[src/rtl/ysyx_24100029_pkg.sv]
// Shared constants for the pipeline control slice.
//   ST_RUN / ST_MEM_WAIT / ST_TRAP : pipe_ctrl FSM encodings (3 unused, decodes to RUN)
//   REG_W                          : architectural register index width
package ysyx_24100029_pkg;

  localparam int REG_W = 5;

  localparam logic [1:0] ST_RUN      = 2'd0;
  localparam logic [1:0] ST_MEM_WAIT = 2'd1;
  localparam logic [1:0] ST_TRAP     = 2'd2;

endpackage

[src/rtl/ysyx_24100029_sat_cnt.sv]
// Saturating up-counter: advances by one on each cycle with inc=1 and
// sticks at all-ones instead of wrapping.
//   clk, rst : clock, asynchronous active-high reset (clears to 0)
//   inc      : count enable
//   cnt      : current count
module ysyx_24100029_sat_cnt #(
  parameter int W = 32
) (
  input  logic         clk,
  input  logic         rst,
  input  logic         inc,
  output logic [W-1:0] cnt
);

  always_ff @(posedge clk or posedge rst) begin
    if (rst) begin
      cnt <= '0;
    end else if (inc && (cnt != {W{1'b1}})) begin
      cnt <= cnt + 1'b1;
    end
  end

endmodule

[src/rtl/ysyx_24100029_pipe_ctrl.sv]
// Stall/flush sequencer for the 5-stage core. Resolves load-use hazards,
// freezes the pipe while an LSU access is outstanding, and squashes
// wrong-path work on EXU redirects and WBU traps.
//
//   state     | meaning
//   ----------+--------------------------------------------------------
//   RUN       | normal flow; load-use bubbles and redirect flushes
//   MEM_WAIT  | LSU access outstanding, IFU..MEM held until MEM_done
//   TRAP      | one cycle after a trap, re-flush IFU/IDU (stale fetch)
//
// Inputs : clk, rst, IDU_* (source operands), EXU_* (destination, load,
//          redirect), MEM_req/MEM_done (LSU handshake), WBU_trap
// Outputs: per-stage *_stall / *_flush, EXU_bubble, ctrl_state (debug),
//          stall_cnt / flush_cnt (saturating performance counters)
import ysyx_24100029_pkg::*;

module ysyx_24100029_pipe_ctrl #(
  parameter int CNT_W = 32,
  parameter int REG_W = ysyx_24100029_pkg::REG_W
) (
  input  logic             clk,
  input  logic             rst,
  input  logic             IDU_valid,
  input  logic [REG_W-1:0] IDU_rs1,
  input  logic [REG_W-1:0] IDU_rs2,
  input  logic             IDU_rs1_used,
  input  logic             IDU_rs2_used,
  input  logic             EXU_valid,
  input  logic [REG_W-1:0] EXU_rd,
  input  logic             EXU_mem_ren,
  input  logic             EXU_redirect,
  input  logic             MEM_req,
  input  logic             MEM_done,
  input  logic             WBU_trap,
  output logic             IFU_stall,
  output logic             IDU_stall,
  output logic             EXU_stall,
  output logic             MEM_stall,
  output logic             EXU_bubble,
  output logic             IFU_flush,
  output logic             IDU_flush,
  output logic             EXU_flush,
  output logic             MEM_flush,
  output logic [1:0]       ctrl_state,
  output logic [CNT_W-1:0] stall_cnt,
  output logic [CNT_W-1:0] flush_cnt
);

  logic [1:0] state;
  logic [1:0] state_nxt;
  logic       pending;
  logic       lu;
  logic       flush_ev;
  logic       pipe_free;

  assign lu = EXU_valid && IDU_valid && EXU_mem_ren && (EXU_rd != '0) &&
              ((IDU_rs1_used && (IDU_rs1 == EXU_rd)) ||
               (IDU_rs2_used && (IDU_rs2 == EXU_rd)));

  // A zero-wait access (req and done together) never sets the flag.
  always_ff @(posedge clk or posedge rst) begin
    if (rst) begin
      pending <= 1'b0;
    end else if (MEM_done) begin
      pending <= 1'b0;
    end else if (MEM_req) begin
      pending <= 1'b1;
    end
  end

  always_ff @(posedge clk or posedge rst) begin
    if (rst) begin
      state <= ST_RUN;
    end else begin
      state <= state_nxt;
    end
  end

  // Each branch drives either stalls or flushes, never both, so a stage
  // can never see stall and flush together.
  always_comb begin
    state_nxt  = ST_RUN;
    IFU_stall  = 1'b0;
    IDU_stall  = 1'b0;
    EXU_stall  = 1'b0;
    MEM_stall  = 1'b0;
    EXU_bubble = 1'b0;
    IFU_flush  = 1'b0;
    IDU_flush  = 1'b0;
    EXU_flush  = 1'b0;
    MEM_flush  = 1'b0;
    flush_ev   = 1'b0;
    pipe_free  = 1'b0;
    if (!rst) begin
      case (state)
        ST_MEM_WAIT: begin
          if (WBU_trap) begin
            {IFU_flush, IDU_flush, EXU_flush, MEM_flush} = 4'b1111;
            flush_ev  = 1'b1;
            state_nxt = ST_TRAP;
          end else if (!MEM_done) begin
            {IFU_stall, IDU_stall, EXU_stall, MEM_stall} = 4'b1111;
            state_nxt = ST_MEM_WAIT;
          end else begin
            // The pipe moves again this cycle, so whatever EXU/IDU hold
            // now must get the normal redirect/load-use treatment.
            pipe_free = 1'b1;
          end
        end
        ST_TRAP: begin
          IFU_flush = 1'b1;
          IDU_flush = 1'b1;
        end
        default: begin
          if (WBU_trap) begin
            {IFU_flush, IDU_flush, EXU_flush, MEM_flush} = 4'b1111;
            flush_ev  = 1'b1;
            state_nxt = ST_TRAP;
          end else if (pending && !MEM_done) begin
            {IFU_stall, IDU_stall, EXU_stall, MEM_stall} = 4'b1111;
            state_nxt = ST_MEM_WAIT;
          end else begin
            pipe_free = 1'b1;
          end
        end
      endcase

      if (pipe_free) begin
        if (EXU_redirect) begin
          // The load-use consumer is on the wrong path; squash, don't stall.
          IFU_flush = 1'b1;
          IDU_flush = 1'b1;
          flush_ev  = 1'b1;
        end else if (lu) begin
          IFU_stall  = 1'b1;
          IDU_stall  = 1'b1;
          EXU_bubble = 1'b1;
        end
      end
    end
  end

  assign ctrl_state = state;

  ysyx_24100029_sat_cnt #(.W(CNT_W)) u_stall_cnt (
    .clk (clk),
    .rst (rst),
    .inc (IDU_stall),
    .cnt (stall_cnt)
  );

  ysyx_24100029_sat_cnt #(.W(CNT_W)) u_flush_cnt (
    .clk (clk),
    .rst (rst),
    .inc (flush_ev),
    .cnt (flush_cnt)
  );

endmodule
[config.mk]
export PLATFORM = sky130hd
export DESIGN_NAME = ysyx_24100029_pipe_ctrl
export DESIGN_NICKNAME = d
export VERILOG_FILES = /design/src/rtl/ysyx_24100029_pkg.sv /design/src/rtl/ysyx_24100029_sat_cnt.sv /design/src/rtl/ysyx_24100029_pipe_ctrl.sv
export SDC_FILE = /design/constraint.sdc
export NUM_CORES = 1
export LEC_CHECK = 0
export BUFFER_PORTS_ARGS = -buffer_cell sky130_fd_sc_hd__buf_4
export CAP_MARGIN = 25
export CELL_PAD_IN_SITES_DETAIL_PLACEMENT = 0
export CELL_PAD_IN_SITES_GLOBAL_PLACEMENT = 1
export CORE_MARGIN = 5
export CORE_UTILIZATION = 25
export CTS_CLUSTER_DIAMETER = 150
export DETAILED_ROUTE_END_ITERATION = 10
export PLACE_DENSITY = 0.54
export SLEW_MARGIN = 20
export SYNTH_ARGS = -nofsm -noshare
export SYNTH_HDL_FRONTEND = slang
export SYNTH_SLANG_ARGS = --single-unit
[constraint.sdc]
create_clock -name clk -period 2.2 [get_ports clk]
set_clock_uncertainty 0.1 [all_clocks]
set_input_delay 0 -clock clk [delete_from_list [all_inputs] [get_ports clk]]
set_output_delay 0 -clock clk [all_outputs]
set_load 0.01 [all_outputs]
Word level (Yosys, flattened, before mapping)
Index checks and enable logic that the tools add are counted.
{"block": "totals", "reg_bits": 67, "input_bits": 26, "out_inout_bits": 75, "elab_cells": 63}
{"block": "op_classes", "n_addsub": 2, "eq_ne": 6, "muxes": 38, "reduce_logical": 13}
{"operator": "32-bit by 1-bit adder with 32-bit output, second input constant", "n": 2}
{"operator": "32-bit inequality test, second input constant", "n": 2}
{"operator": "1-bit two-way mux", "n": 32}
{"operator": "5-bit == test", "n": 2}
{"operator": "1-bit logical AND", "n": 9}
{"operator": "2-bit two-way mux", "n": 3}
{"operator": "5-bit nonzero test", "n": 1}
{"operator": "1-bit one-hot mux with 2 select lines", "n": 2}
{"operator": "2-bit one-hot mux with 2 select lines", "n": 1}
{"operator": "2-bit by 1-bit == test with 1-bit output, second input constant", "n": 1}
{"operator": "2-bit == test, second input constant", "n": 1}
{"operator": "2-bit nonzero test", "n": 1}
{"operator": "1-bit zero test", "n": 1}
{"operator": "1-bit logical OR", "n": 1}

Depth between registers and ports, before layout
{"block": "depth", "word_depth": 10, "mapped_depth": 10, "ltp_nobuf": 9}

Cells and area by module
From an unflattened synthesis, not the netlist that was laid out.
{"block": "hier_totals", "cells_unflattened": 339, "area_unflattened_um2": 3602.2}
{"mod": "ysyx_24100029_sat_cnt (u_stall_cnt)", "instances": 1, "cells_per_inst": 151, "area_each_um2": 1647.8, "seq_area_each_um2": 800.8}
{"mod": "ysyx_24100029_sat_cnt (u_flush_cnt)", "instances": 1, "cells_per_inst": 139, "area_each_um2": 1561.5, "seq_area_each_um2": 800.8}
{"mod": "ysyx_24100029_pipe_ctrl", "instances": 1, "cells_per_inst": 49, "area_each_um2": 392.9, "seq_area_each_um2": 75.1}

Worst setup path after synthesis
No wires, ideal clock.
{"block": "synth_path", "path_type": "register to register", "startpoint": "register state[0], in the netlist ctrl_state[0]", "endpoint": "register u_stall_cnt.cnt[12]", "setup_ns": 0.079, "arrival_ns": 2.210, "required_time_ns": 2.021, "slack_ns": -0.189, "path_stages_with_launch": 11, "path_buffers": 1, "synth_period_minus_slack_ns": 2.389, "cell_sequence": "dfrtp_1 inv_1 ha_1 mux2i_1 or4_1 clkinv_1 a31o_2 nand3_2 buf_2 nor3_1 xor2_1"}
{"block": "synth_between", "elab_chain_len": 7, "elab_cells_between_ends": 10, "cone_classes": "eq/ne: 2; mux: 7; reduce/logical: 1"}
{"element": "from (decl)", "line": "ysyx_24100029_pipe_ctrl.sv:49", "source": "logic [1:0] state;"}
{"element": "from (signal assigned)", "line": "ysyx_24100029_pipe_ctrl.sv:75", "source": "state <= state_nxt;"}
{"element": "2-bit == test or 2-bit by 1-bit == test with 1-bit output (tied branches)", "line": "ysyx_24100029_pipe_ctrl.sv:95", "source": "case (state)"}
{"element": "1-bit one-hot mux with 2 select lines", "line": "ysyx_24100029_pipe_ctrl.sv:95"}
{"element": "1-bit two-way mux", "line": "ysyx_24100029_pipe_ctrl.sv:134", "source": "end else if (lu) begin"}
{"element": "1-bit two-way mux", "line": "ysyx_24100029_pipe_ctrl.sv:129", "source": "if (EXU_redirect) begin"}
{"element": "1-bit two-way mux (*)", "line": "ysyx_24100029_pipe_ctrl.sv:128", "source": "if (pipe_free) begin"}
{"element": "1-bit two-way mux (*)", "line": "ysyx_24100029_pipe_ctrl.sv:94", "source": "if (!rst) begin"}
{"element": "1-bit logical AND (*)", "line": "ysyx_24100029_sat_cnt.sv:18", "source": "end else if (inc && (cnt != {W{1'b1}})) begin"}
{"element": "to (signal assigned)", "line": "ysyx_24100029_sat_cnt.sv:19", "source": "cnt <= cnt + 1'b1;"}
{"element": "to (decl)", "line": "ysyx_24100029_sat_cnt.sv:12", "source": "output logic [W-1:0] cnt"}
Mark *: on every way between the ends. The rest lies on a longest branch, timed or not. The select of a mux whose other input is x is not followed.
A chain may end at the register's enable or synchronous reset.

Worst setup path after layout
{"block": "layout_path", "startpoint": "register state[0], in the netlist ctrl_state[0]", "endpoint": "register u_stall_cnt.cnt[1]"}
Same word-level chain as after synthesis.

==> results.cfg <==
[floorplan]
die_h_um = 127
ios = 101
core_um2 = 13300
std_cell_rows = 42
dieArea_um2 = 16100
start_util_pct = 25.6
die_w_um = 127

[detailed_routing]
drc = 0
wire_per_inst_um = 14.5
vias = 2983
via_per_inst = 4.44
firstDrtPassIters = 4
ant_nets = 0
first_iter_violations = 82
routed_wl_um = 9760

[timing]
fin_crit_ns = 2.25
final-setup-viol-count = 20
slew_headroom_pct = 68.3
post-route-period-util_pct = 102
hold_viol = 0
worstMarginPinSlew_ns = 0.474
tns_ns = -0.334
fin_ws_ns = -0.0486
drv_slew = 0
rsz0062_at_grt = true
max_freq_ghz = 0.445

[power_and_ir_drop]
leakagePower_uw = 0.00268
ir_worst_vdd_v = 0.000350
p_per_area_nw_per_um2 = 626

[clock_network]
cts_tree = done
clk-insertion-delay-late_ns = 0.33
cts_setup_buffers = 0
cts_buffers = 9
htreeDepth = 3
clkSlewWorstSetupHoldPaths_ns = 0.06
cts_root_buf = clkbuf_16
cts.sinks = 67
cts_max_path_buffers = 2

[synth]
synth_edf_count = 0
synthesis.nets = 362
synthArstFlopShare_pct = 100
synth_cells = 332
syn_area_per_cell_um2 = 10.3
ys_ff_latch = 67
yosys.cell_types.count = 42
yosysTopAreaCell = dfrtp_1
yosys_warnings = 0
yosysSeqAreaShare_pct = 49.0
synth.area.top_cells = dfrtp_1 (49%), xnor2_1 (9.2%), xor2_1 (9.2%)
synth_top_area_share_pct = 49.0
syn_area_um2 = 3420
ys.flop_type = dfrtp_1

[setup_path]
critPathCaptureType = flip-flop
cpMaxStageDelayCell = or4_4
start_kind = flip-flop
path_buf_inv = 2
required_ns = 2.31
crit_type = flip-flop to flip-flop
path_cells = inv_2 > ha_4 > mux2i_1 > or4_4 > o221ai_4 > buf_6 > and3_4 > mux2_4
crit_arrival_ns = 2.36
cp_max_fo = 7
crit_path_max_incr_delay_ns = 0.46
crit_family = simple AND/OR/NAND/NOR gates

[placement]
io_buffers = 100
dp_hpwl_um = 7250
gp_congestion = 0.768
place_area_um2 = 4810

[job]
drv_cap = 0

[finish]
fin_area_um2 = 5360
area_growth_syn_to_layout_pct = 56.6
drive_above_1_share_pct = 44.8
fill_cells = 1352
antenna_cells = 0
nNetsFinal = 521

[grt]
antenna_found_initial = 0
grt_max_degree = 29
grt_use_total_pct = 12.1
grt-ovfl-total = 0
grt_pass1_wl_um = 15900
grt_pass1_vias = 3102

[run_status]
failed_checks = setup timing
outcome = finished, violations left

[hold_path]
min_path_type = input port to async pin
## per-stage QoR
step / util, % / power (uW) / cells / hold WS [ns] / worst slack, ns
2_1_floorplan: - / 1620 / 332 / -0.0451 / -0.0451
5_1_grt: 40.1 / 3510 / 672 / 0.241 / -0.150
6_report: 40.1 / 3350 / 672 / 0.192 / -0.0486
3_5_place_dp: 36.0 / 1930 / 649 / -0.0156 / -0.144
4_1_cts: 38.8 / 3410 / 669 / 0.196 / -0.0494
3_3_place_gp: 36.0 / 1920 / 649 / -0.00278 / -0.111
## worst reg2reg max path, stage by stage, from the launching register on
cell      delay [ns]
dfrtp_1         0.39
inv_2           0.08
ha_4            0.20
mux2i_1         0.11
or4_4           0.46
o221ai_4        0.12
buf_6           0.13
and3_4          0.23
mux2_4          0.31
## path summary, 6_finish.rpt
path	from	cells after the start	slack (ns)	end
worst min register to register	u_stall_cnt.cnt[10]	1	0.39	u_stall_cnt.cnt[10]
max in group asynchronous	rst	4	1.04	u_flush_cnt.cnt[22]
worst min-delay path	rst	3	0.19	ctrl_state[1]
worst max register to register	ctrl_state[0]	8	-0.05	u_stall_cnt.cnt[1]
worst max-delay path	ctrl_state[0]	8	-0.05	u_stall_cnt.cnt[1]
min in group clk	EXU_redirect	4	0.33	IFU_flush
## what timing repair did
item / in CTS / in global routing
hold buffers: 4 / 0
pin swaps: 2 / 11
gates cloned: 0 / 3
endpoints found under the hold margin: 19 / 0
resized for setup: 7 / 29
setup endpoints to repair: 39 / 58
## synth_stat cells (all sizes together) (2+ instances only)
master and n:
inv 10, nor4 2, nand4 15, clkbuf 3, and2 4, and3 20, nand2b 3, o21ai 2
xor2 36, nor2 32, mux2 2, nand2 24, and4 14, ha 4, a31oi 2, dfrtp 67
buf 8, xnor2 36, or4 2, or2 2, nor3 11, a211oi 2, nand3 21
## area by class of cell
type	count	area [um2]	area share, %
Clock inverter	5	52.6	0.981
Sequential cell	67	1680	31.3
Timing Repair Buffer	158	1240	23.1
Clock buffer	11	243	4.53
Inverter	11	42.5	0.794
Multi-Input combinational cell	244	1880	35.1
Tap cell	176	220	4.11
## flip-flops by register name (all words and copies together), names as in the netlist
register and cells:
ctrl_state 2, u_flush_cnt.cnt 32, pending 1, u_stall_cnt.cnt 32
## cell families (layout without fill, tap and decap cells)
family / Yosys count / after routing / share of synthesized area [%]
fa+ha+maj: 4 / 4 / 1.46
buf+inv: 22 / 185 / 3.18
mux: 3 / 3 / 1.06
flops: 67 / 67 / 49.0
simple gates: 152 / 153 / 24.2
xor+xnor: 72 / 72 / 18.4
compound gates: 12 / 12 / 2.63
## report_power, final
| group | total (uW) | switching (uW) | internal [uW] |
|---|---|---|---|
| Clock | 1440 | 535 | 902 |
| Combinational | 541 | 247 | 293 |
| Sequential | 1380 | 65.9 | 1310 |
## cell usage in the layout, fill, tap and decap left out, types with 2 or more instances in the layout
| master | count |
|---|---|
| inv_1 | 8 |
| nor3_2 | 7 |
| clkbuf_16 | 10 |
| buf_4 | 149 |
| nor2_2 | 13 |
| inv_2 | 2 |
| nand2b_1 | 2 |
| ha_1 | 2 |
| or4_4 | 2 |
| xor2_1 | 36 |
| and2_1 | 3 |
| and4_1 | 13 |
| xnor2_1 | 35 |
| dlygate4sd3_1 | 4 |
| nand2_1 | 23 |
| nand3_1 | 20 |
| nor2_1 | 19 |
| nand4_1 | 14 |
| or2_2 | 2 |
| and3_4 | 4 |
| and3_1 | 16 |
| clkinv_2 | 4 |
| dfrtp_1 | 66 |
| nor3_4 | 3 |
| buf_6 | 2 |
## routing by layer
metal  vias to the layer above  GRT usage (%)  share of wire [%]
met5                         -              0                  0
met4                         0           2.46               0.75
met3                         7           3.57                3.7
met2                        50           20.9                 53
met1                      1461           14.9                 43
li1                       1465              -                  -
Note: power is estimated with default switching activity, not from simulation.
